### src/rtl/ps2_scancode_decoder_if.sv
// PS/2 keyboard decoder bus: raw PS/2 lines in, decoded key event out.
// key_valid is a one-clk strobe with no ready; the consumer must capture keycode/key_make/key_ext when it is high.
interface ps2_scancode_decoder_if;
  logic       ps2_clk;
  logic       ps2_dat;
  logic [7:0] keycode;
  logic       key_make;
  logic       key_ext;
  logic       key_valid;
  logic       frame_err;
  logic [1:0] dbg_state;

  modport master (
    output ps2_clk, ps2_dat,
    input  keycode, key_make, key_ext, key_valid, frame_err, dbg_state
  );

  modport slave (
    input  ps2_clk, ps2_dat,
    output keycode, key_make, key_ext, key_valid, frame_err, dbg_state
  );
endinterface

### src/rtl/ps2_scancode_decoder.sv
// PS/2 set-2 scancode receiver/decoder with E0/F0 prefix handling.
// Optional typematic repeat suppression: define PS2_TYPEMATIC_FILTER_EN.
module ps2_scancode_decoder #(
  parameter int TIMEOUT_CYCLES = 50_000,
  parameter int FILTER_LEN     = 8,
  parameter int SYNC_STAGES    = 2
) (
  input  logic                   clk,
  input  logic                   resetn,
  ps2_scancode_decoder_if.slave  ps2_bus
);

  localparam int FW = $clog2(FILTER_LEN + 1);
  localparam int TW = $clog2(TIMEOUT_CYCLES + 1);

  typedef enum logic [1:0] {
    S_IDLE   = 2'd0,
    S_DATA   = 2'd1,
    S_PARITY = 2'd2,
    S_STOP   = 2'd3
  } state_t;

  logic [SYNC_STAGES-1:0] r_clk_sync, r_dat_sync;
  logic                   r_filt_clk;
  logic [FW-1:0]          r_filt_cnt;
  logic [TW-1:0]          r_to_cnt;
  state_t                 r_state, w_state_next;
  logic [7:0]             r_shift;
  logic [2:0]             r_bitcnt;
  logic                   r_par_ok;
  logic [7:0]             r_keycode;
  logic                   r_key_make, r_key_ext, r_key_valid, r_frame_err;
  logic                   r_ext_pend, r_brk_pend;
  logic                   w_clk_s, w_dat_s, w_filt_flip, w_fall, w_timeout;
  logic                   w_byte_done, w_err;

  always_ff @(posedge clk or negedge resetn) begin
    if (!resetn) begin
      r_clk_sync <= '1;
      r_dat_sync <= '1;
    end else begin
      r_clk_sync <= {r_clk_sync[SYNC_STAGES-2:0], ps2_bus.ps2_clk};
      r_dat_sync <= {r_dat_sync[SYNC_STAGES-2:0], ps2_bus.ps2_dat};
    end
  end

  assign w_clk_s = r_clk_sync[SYNC_STAGES-1];
  assign w_dat_s = r_dat_sync[SYNC_STAGES-1];

  // The filtered clock flips on the FILTER_LEN-th consecutive differing sample; a fall is that flip from 1.
  assign w_filt_flip = (w_clk_s != r_filt_clk) && (r_filt_cnt == FW'(FILTER_LEN - 1));
  assign w_fall      = w_filt_flip && r_filt_clk;

  always_ff @(posedge clk or negedge resetn) begin
    if (!resetn) begin
      r_filt_clk <= 1'b1;
      r_filt_cnt <= '0;
    end else if (w_clk_s == r_filt_clk) begin
      r_filt_cnt <= '0;
    end else if (w_filt_flip) begin
      r_filt_clk <= w_clk_s;
      r_filt_cnt <= '0;
    end else begin
      r_filt_cnt <= r_filt_cnt + FW'(1);
    end
  end

  assign w_timeout = (r_state != S_IDLE) && !w_fall && (r_to_cnt == TW'(TIMEOUT_CYCLES - 1));

  always_ff @(posedge clk or negedge resetn) begin
    if (!resetn) begin
      r_to_cnt <= '0;
    end else if (r_state == S_IDLE || w_fall || w_timeout) begin
      r_to_cnt <= '0;
    end else begin
      r_to_cnt <= r_to_cnt + TW'(1);
    end
  end

  always_ff @(posedge clk or negedge resetn) begin
    if (!resetn) r_state <= S_IDLE;
    else         r_state <= w_state_next;
  end

  always_comb begin
    w_state_next = r_state;
    w_byte_done  = 1'b0;
    w_err        = 1'b0;
    if (w_timeout) begin
      w_state_next = S_IDLE;
      w_err        = 1'b1;
    end else if (w_fall) begin
      unique case (r_state)
        S_IDLE: begin
          if (!w_dat_s) w_state_next = S_DATA;
          else          w_err        = 1'b1;
        end
        S_DATA:   if (r_bitcnt == 3'd7) w_state_next = S_PARITY;
        S_PARITY: w_state_next = S_STOP;
        S_STOP: begin
          w_state_next = S_IDLE;
          if (w_dat_s && r_par_ok) w_byte_done = 1'b1;
          else                     w_err       = 1'b1;
        end
        default: w_state_next = S_IDLE;
      endcase
    end
  end

  always_ff @(posedge clk or negedge resetn) begin
    if (!resetn) begin
      r_shift  <= '0;
      r_bitcnt <= '0;
      r_par_ok <= 1'b0;
    end else if (w_fall) begin
      case (r_state)
        S_IDLE: r_bitcnt <= '0;
        S_DATA: begin
          r_shift  <= {w_dat_s, r_shift[7:1]};
          r_bitcnt <= r_bitcnt + 3'd1;
        end
        S_PARITY: r_par_ok <= ^{r_shift, w_dat_s};
        default: ;
      endcase
    end
  end

`ifdef PS2_TYPEMATIC_FILTER_EN
  logic       r_last_vld;
  logic [8:0] r_last;
  logic       w_same, w_suppress;
  assign w_same     = r_last_vld && (r_last == {r_ext_pend, r_shift});
  assign w_suppress = w_same && !r_brk_pend;
`endif

  always_ff @(posedge clk or negedge resetn) begin
    if (!resetn) begin
      r_keycode   <= '0;
      r_key_make  <= 1'b0;
      r_key_ext   <= 1'b0;
      r_key_valid <= 1'b0;
      r_frame_err <= 1'b0;
      r_ext_pend  <= 1'b0;
      r_brk_pend  <= 1'b0;
`ifdef PS2_TYPEMATIC_FILTER_EN
      r_last_vld  <= 1'b0;
      r_last      <= '0;
`endif
    end else begin
      r_key_valid <= 1'b0;
      r_frame_err <= w_err;
      if (w_err) begin
        r_ext_pend <= 1'b0;
        r_brk_pend <= 1'b0;
`ifdef PS2_TYPEMATIC_FILTER_EN
        r_last_vld <= 1'b0;
`endif
      end else if (w_byte_done) begin
        if (r_shift == 8'hE0) begin
          r_ext_pend <= 1'b1;
        end else if (r_shift == 8'hF0) begin
          r_brk_pend <= 1'b1;
        end else if (r_shift != 8'hE1) begin
          r_ext_pend <= 1'b0;
          r_brk_pend <= 1'b0;
`ifdef PS2_TYPEMATIC_FILTER_EN
          if (!w_suppress) begin
            r_keycode   <= r_shift;
            r_key_ext   <= r_ext_pend;
            r_key_make  <= ~r_brk_pend;
            r_key_valid <= 1'b1;
          end
          if (!r_brk_pend) begin
            r_last_vld <= 1'b1;
            r_last     <= {r_ext_pend, r_shift};
          end else if (w_same) begin
            r_last_vld <= 1'b0;
          end
`else
          r_keycode   <= r_shift;
          r_key_ext   <= r_ext_pend;
          r_key_make  <= ~r_brk_pend;
          r_key_valid <= 1'b1;
`endif
        end
      end
    end
  end

  assign ps2_bus.keycode   = r_keycode;
  assign ps2_bus.key_make  = r_key_make;
  assign ps2_bus.key_ext   = r_key_ext;
  assign ps2_bus.key_valid = r_key_valid;
  assign ps2_bus.frame_err = r_frame_err;
  assign ps2_bus.dbg_state = r_state;

endmodule

### src/flat_wrapper.sv
// flat-port wrapper written by rule: the top's interface ports become plain ports
module ps2_scancode_decoder_flat 
#(
  parameter int TIMEOUT_CYCLES = 50_000,
  parameter int FILTER_LEN     = 8,
  parameter int SYNC_STAGES    = 2
)
  (clk, resetn, ps2_bus_ps2_clk, ps2_bus_ps2_dat, ps2_bus_keycode, ps2_bus_key_make, ps2_bus_key_ext, ps2_bus_key_valid, ps2_bus_frame_err, ps2_bus_dbg_state);
  ps2_scancode_decoder_if ps2_bus_i ();
  input  logic clk;
  input  logic resetn;
  input wire logic [$bits(ps2_bus_i.ps2_clk)-1:0] ps2_bus_ps2_clk;
  input wire logic [$bits(ps2_bus_i.ps2_dat)-1:0] ps2_bus_ps2_dat;
  output wire logic [$bits(ps2_bus_i.keycode)-1:0] ps2_bus_keycode;
  output wire logic [$bits(ps2_bus_i.key_make)-1:0] ps2_bus_key_make;
  output wire logic [$bits(ps2_bus_i.key_ext)-1:0] ps2_bus_key_ext;
  output wire logic [$bits(ps2_bus_i.key_valid)-1:0] ps2_bus_key_valid;
  output wire logic [$bits(ps2_bus_i.frame_err)-1:0] ps2_bus_frame_err;
  output wire logic [$bits(ps2_bus_i.dbg_state)-1:0] ps2_bus_dbg_state;
  assign ps2_bus_i.ps2_clk = ps2_bus_ps2_clk;
  assign ps2_bus_i.ps2_dat = ps2_bus_ps2_dat;
  assign ps2_bus_keycode = ps2_bus_i.keycode;
  assign ps2_bus_key_make = ps2_bus_i.key_make;
  assign ps2_bus_key_ext = ps2_bus_i.key_ext;
  assign ps2_bus_key_valid = ps2_bus_i.key_valid;
  assign ps2_bus_frame_err = ps2_bus_i.frame_err;
  assign ps2_bus_dbg_state = ps2_bus_i.dbg_state;
  ps2_scancode_decoder #(.TIMEOUT_CYCLES(TIMEOUT_CYCLES), .FILTER_LEN(FILTER_LEN), .SYNC_STAGES(SYNC_STAGES)) u_core (.clk(clk), .resetn(resetn), .ps2_bus(ps2_bus_i));
endmodule
### config.mk
export PLATFORM = sky130hd
export DESIGN_NAME = ps2_scancode_decoder_flat
export DESIGN_NICKNAME = d
export VERILOG_FILES = /design/src/rtl/ps2_scancode_decoder_if.sv /design/src/rtl/ps2_scancode_decoder.sv /design/src/flat_wrapper.sv
export SDC_FILE = /design/constraint.sdc
export NUM_CORES = 1
export LEC_CHECK = 0
export CAP_MARGIN = 15
export CORE_MARGIN = 1.5
export CORE_UTILIZATION = 50
export DETAILED_ROUTE_END_ITERATION = 7
export PLACE_DENSITY = 0.79
export SETUP_SLACK_MARGIN = 0.02
export SYNTH_ARGS = -nofsm -noshare
export SYNTH_HDL_FRONTEND = slang
export SYNTH_SLANG_ARGS = --single-unit
### constraint.sdc
create_clock -name clk -period 1.9 [get_ports clk]
set_input_delay 0.38 -clock clk [delete_from_list [all_inputs] [get_ports clk]]
set_output_delay 0.38 -clock clk [all_outputs]
set_load 0.02 [all_outputs]
==> flow_summary_export.csv <==
group,metric,value,unit
run_status,status,"finished, final reports clean",
setup_path,critical_path.startpoint_type,"flip-flop",
drt,ant_nets,0,
power,power_per_cell_area,821,nW/um^2
logic_synthesis,syn_area_per_cell,12.1,um^2
drt,vias,1604,
job,drv_cap,0,
sta,tns,0,ns
global_route,track_usage,17.6,%
cts,cts_setup_buffers,0,
setup_path,timing.rr.start,"u_core.ps2_bus.dbg_state[0]$_DFFE_PN0P_",
final_layout,nets,251,
die,die_y,74.2,um
power,sw_frac_of_total,28.5,%
cts,hold_buffers,0,
setup_path,r2r_slack,0.13,ns
power,irDropWorstVdd,0.683,mV
sta,hold_viol,0,
setup_path,cp.arrival,1.97,ns
cts,clockBufferDepth,2,
sta,setup_viol_count_final,0,
logic_synthesis,yosys_warnings,0,
worst_hold_path,hold_path.class,"input pin to asynchronous set/reset pin",
sta,min_period,1.77,ns
final_layout,layout_commonest_cell,"dfrtp_1",
cts,clk_latency,0.30,ns
cts,h-tree-depth,2,
power,seqPwrFrac,55.1,%
die,die-area,5510,um^2
global_route,grt_max_degree,24,
die,boundaryPins,18,
drt,vias_per_cell,5.24,
final_layout,layout.cells.non_filler,306,
die,design.core.area,4820,um^2
die,fp.dieW,74.2,um
logic_synthesis,ys_async_sr_fraction,100,%
power,p_comb_share,18.3,%
power,clkPwrFrac,26.6,%
logic_synthesis,yosys_most_used_dff,"dfrtp_1",
cts,cts_tree,"done",
final_layout,layout-area-overhead-vs-synth,15.7,%
power,p_sw,686,uW
logic_synthesis,syn_nets,223,
logic_synthesis,synth.distinct_cells,48,
setup_path,critPathMaxFanout,11,
logic_synthesis,yosysSeqAreaShare,52.5,%
final_layout,layout-drive-gt1-share,25.5,%
placement,io_buffers,17,
global_route,grt_pass1_wl,7270,um
drt,routedWlPerCell,13.9,um
setup_path,critical_path_required,2.09,ns
cts,cts-root-buf,"clkbuf_8",
setup_path,worstSetupPathType,"flip-flop to flip-flop",
sta,slew_headroom,67.2,%
cts,cts_buffers,5,
global_route,grt_pass1_vias,1618,
logic_synthesis,netlist_area,2540,um^2
logic_synthesis,ys_ff_latch,53,
final_layout,layout_common_cells,"46 x dfrtp_1, 19 x nor2_1, 16 x clkdlybuf4s50_1",
placement,gp_congestion,0.817,
sta,rsz0062_at_grt,"no",
global_route,antenna_found_initial,0,
drt,drcViolationCount,0,
logic_synthesis,synth_edf_count,0,
sta,max_slew.worst_pin.slew,0.492,ns
power,internal-power,1.72,mW
final_layout,antenna_cells,0,
sta,max_freq,564,MHz
die,rows,25,
placement,dp_hpwl,3090,um
setup_path,cp-end-kind,"flip-flop",
sta,fin_crit_sh,93.4,%
drt,dr.pass1.iters,4,
logic_synthesis,synthCells,210,
cts,clk_pin_slew,0.09,ns
global_route,grt_overflow,0,
sta,slew_violations,0,
cts,clkSinkCount,53,
sta,finClkSkew,0.00484,ns
placement,place_inst,298,
power,p_leak,1.37,nW
die,initial_core_util,52.6,%
drt,first_iter_violations,51,
drt,wl,4260,um
setup_path,ff2ff_path_depth,6,
setup_path,r2r_end,"u_core.ps2_bus.keycode[6]$_DFFE_PN0P_",
[cell families after synthesis]
logic type               synth area share (%)
flip-flops                               52.5
AO/OA/AOI/OAI                            6.41
multiplexers                             10.5
XOR/XNOR                                 7.45
adder cells (fa/ha/maj)                  4.44
buffers and inverters                    2.81
AND/OR/NAND/NOR                          15.9
[synthesized netlist by cell type (2+ instances only)]
cell type | instances | area (um^2)
a21oi_1 | 7 | 35.0
a22o_1 | 2 | 17.5
and3_1 | 2 | 12.5
and3_2 | 3 | 22.5
buf_2 | 2 | 10.0
buf_6 | 2 | 22.5
dfrtp_1 | 48 | 1200
dfstp_2 | 5 | 131
ha_1 | 9 | 113
inv_1 | 8 | 30.0
mux2_2 | 12 | 135
mux2_4 | 8 | 120
nand2_1 | 8 | 30.0
nand2b_1 | 2 | 12.5
nand3_1 | 10 | 50.1
nand4_1 | 4 | 25.0
nand4b_1 | 2 | 17.5
nor2_1 | 19 | 71.3
nor3_1 | 7 | 35.0
nor4bb_1 | 2 | 20.0
o21ai_0 | 3 | 15.0
o221ai_1 | 2 | 17.5
xnor2_1 | 15 | 131
xor2_1 | 4 | 35.0
[layer usage]
metal	vias up	share of wire (%)	wire length, um	global-route usage (%)
li1	791	-	-	-
met1	782	48	2040	22.1
met2	24	48	2030	29.3
met3	7	2.9	123	4.07
met4	0	1.6	68	7.27
met5	-	0	0	0
[registers in the layout, summed over array words and instances, names as in the netlist, 2 cells and up]
| register | flops |
|---|---|
| u_core.ps2_bus.dbg_state | 2 |
| u_core.ps2_bus.keycode | 8 |
| u_core.r_bitcnt | 3 |
| u_core.r_clk_sync | 2 |
| u_core.r_dat_sync | 2 |
| u_core.r_filt_cnt | 4 |
| u_core.r_shift | 8 |
| u_core.r_to_cnt | 16 |
[power by group through the flow]
stage          clock, mW  combinational [mW]  sequential (mW)
6_report           0.640               0.441             1.33
5_1_grt            0.706               0.509             1.34
4_1_cts            0.662               0.440             1.33
3_5_place_dp           0               0.434             1.35
3_3_place_gp           0               0.419             1.34
2_1_floorplan          0               0.299             1.34
[area by class of cell]
class	count	area (um^2)
tap	67	83.8
timing repair buffer	27	253
inverter	8	30.0
fill	409	1880
clock buffer	8	90.1
multi-input combinational	143	1140
sequential	53	1340
[stage by stage]
stage               power (mW)  worst slack (ns)  util, %  hold WS, ns  cell area [um^2]
floorplan                 1.64            0.0865        -       0.0844              2540
global placement          1.76             0.112     58.8        0.345              2830
detailed placement        1.78            0.0406     58.8        0.348              2830
CTS                       2.43            0.0477     60.8       0.0381              2930
global route              2.56            0.0451     60.9       0.0598              2930
finish                    2.41             0.126     60.9       0.0304              2930
[how the worst max path moves through the flow]
stage | endpoint | cells after the start | slack, ns | start
2_1_floorplan | u_core.ps2_bus.key_ext$_DFFE_PN0P_ | 7 | 0.09 | u_core.ps2_bus.dbg_state[0]$_DFFE_PN0P_
3_3_place_gp | u_core.ps2_bus.keycode[7]$_DFFE_PN0P_ | 6 | 0.11 | u_core.r_filt_cnt[0]$_DFF_PN0_
3_5_place_dp | u_core.ps2_bus.keycode[0]$_DFFE_PN0P_ | 7 | 0.04 | u_core.ps2_bus.dbg_state[1]$_DFFE_PN0P_
4_1_cts | u_core.ps2_bus.keycode[3]$_DFFE_PN0P_ | 6 | 0.05 | u_core.r_filt_cnt[0]$_DFF_PN0_
5_1_grt | u_core.ps2_bus.keycode[3]$_DFFE_PN0P_ | 6 | 0.05 | u_core.r_filt_cnt[0]$_DFF_PN0_
6_report | u_core.ps2_bus.keycode[6]$_DFFE_PN0P_ | 6 | 0.13 | u_core.ps2_bus.dbg_state[0]$_DFFE_PN0P_
[critical path: stages, from the launching register on]
cell and delay (ns):
dfrtp_2 0.44, ha_1 0.22, a21bo_2 0.20, a21oi_2 0.05, a211o_1 0.30, buf_12 0.16
mux2_4 0.29
[timing repair]
item,4_1_cts,5_1_grt
endpoints found under the setup margin,1,17
gates cloned,0,0
gates resized for setup,1,5
pin swaps,0,0
hold endpoints to repair,0,0
Power figures use the tool's default switching activity.
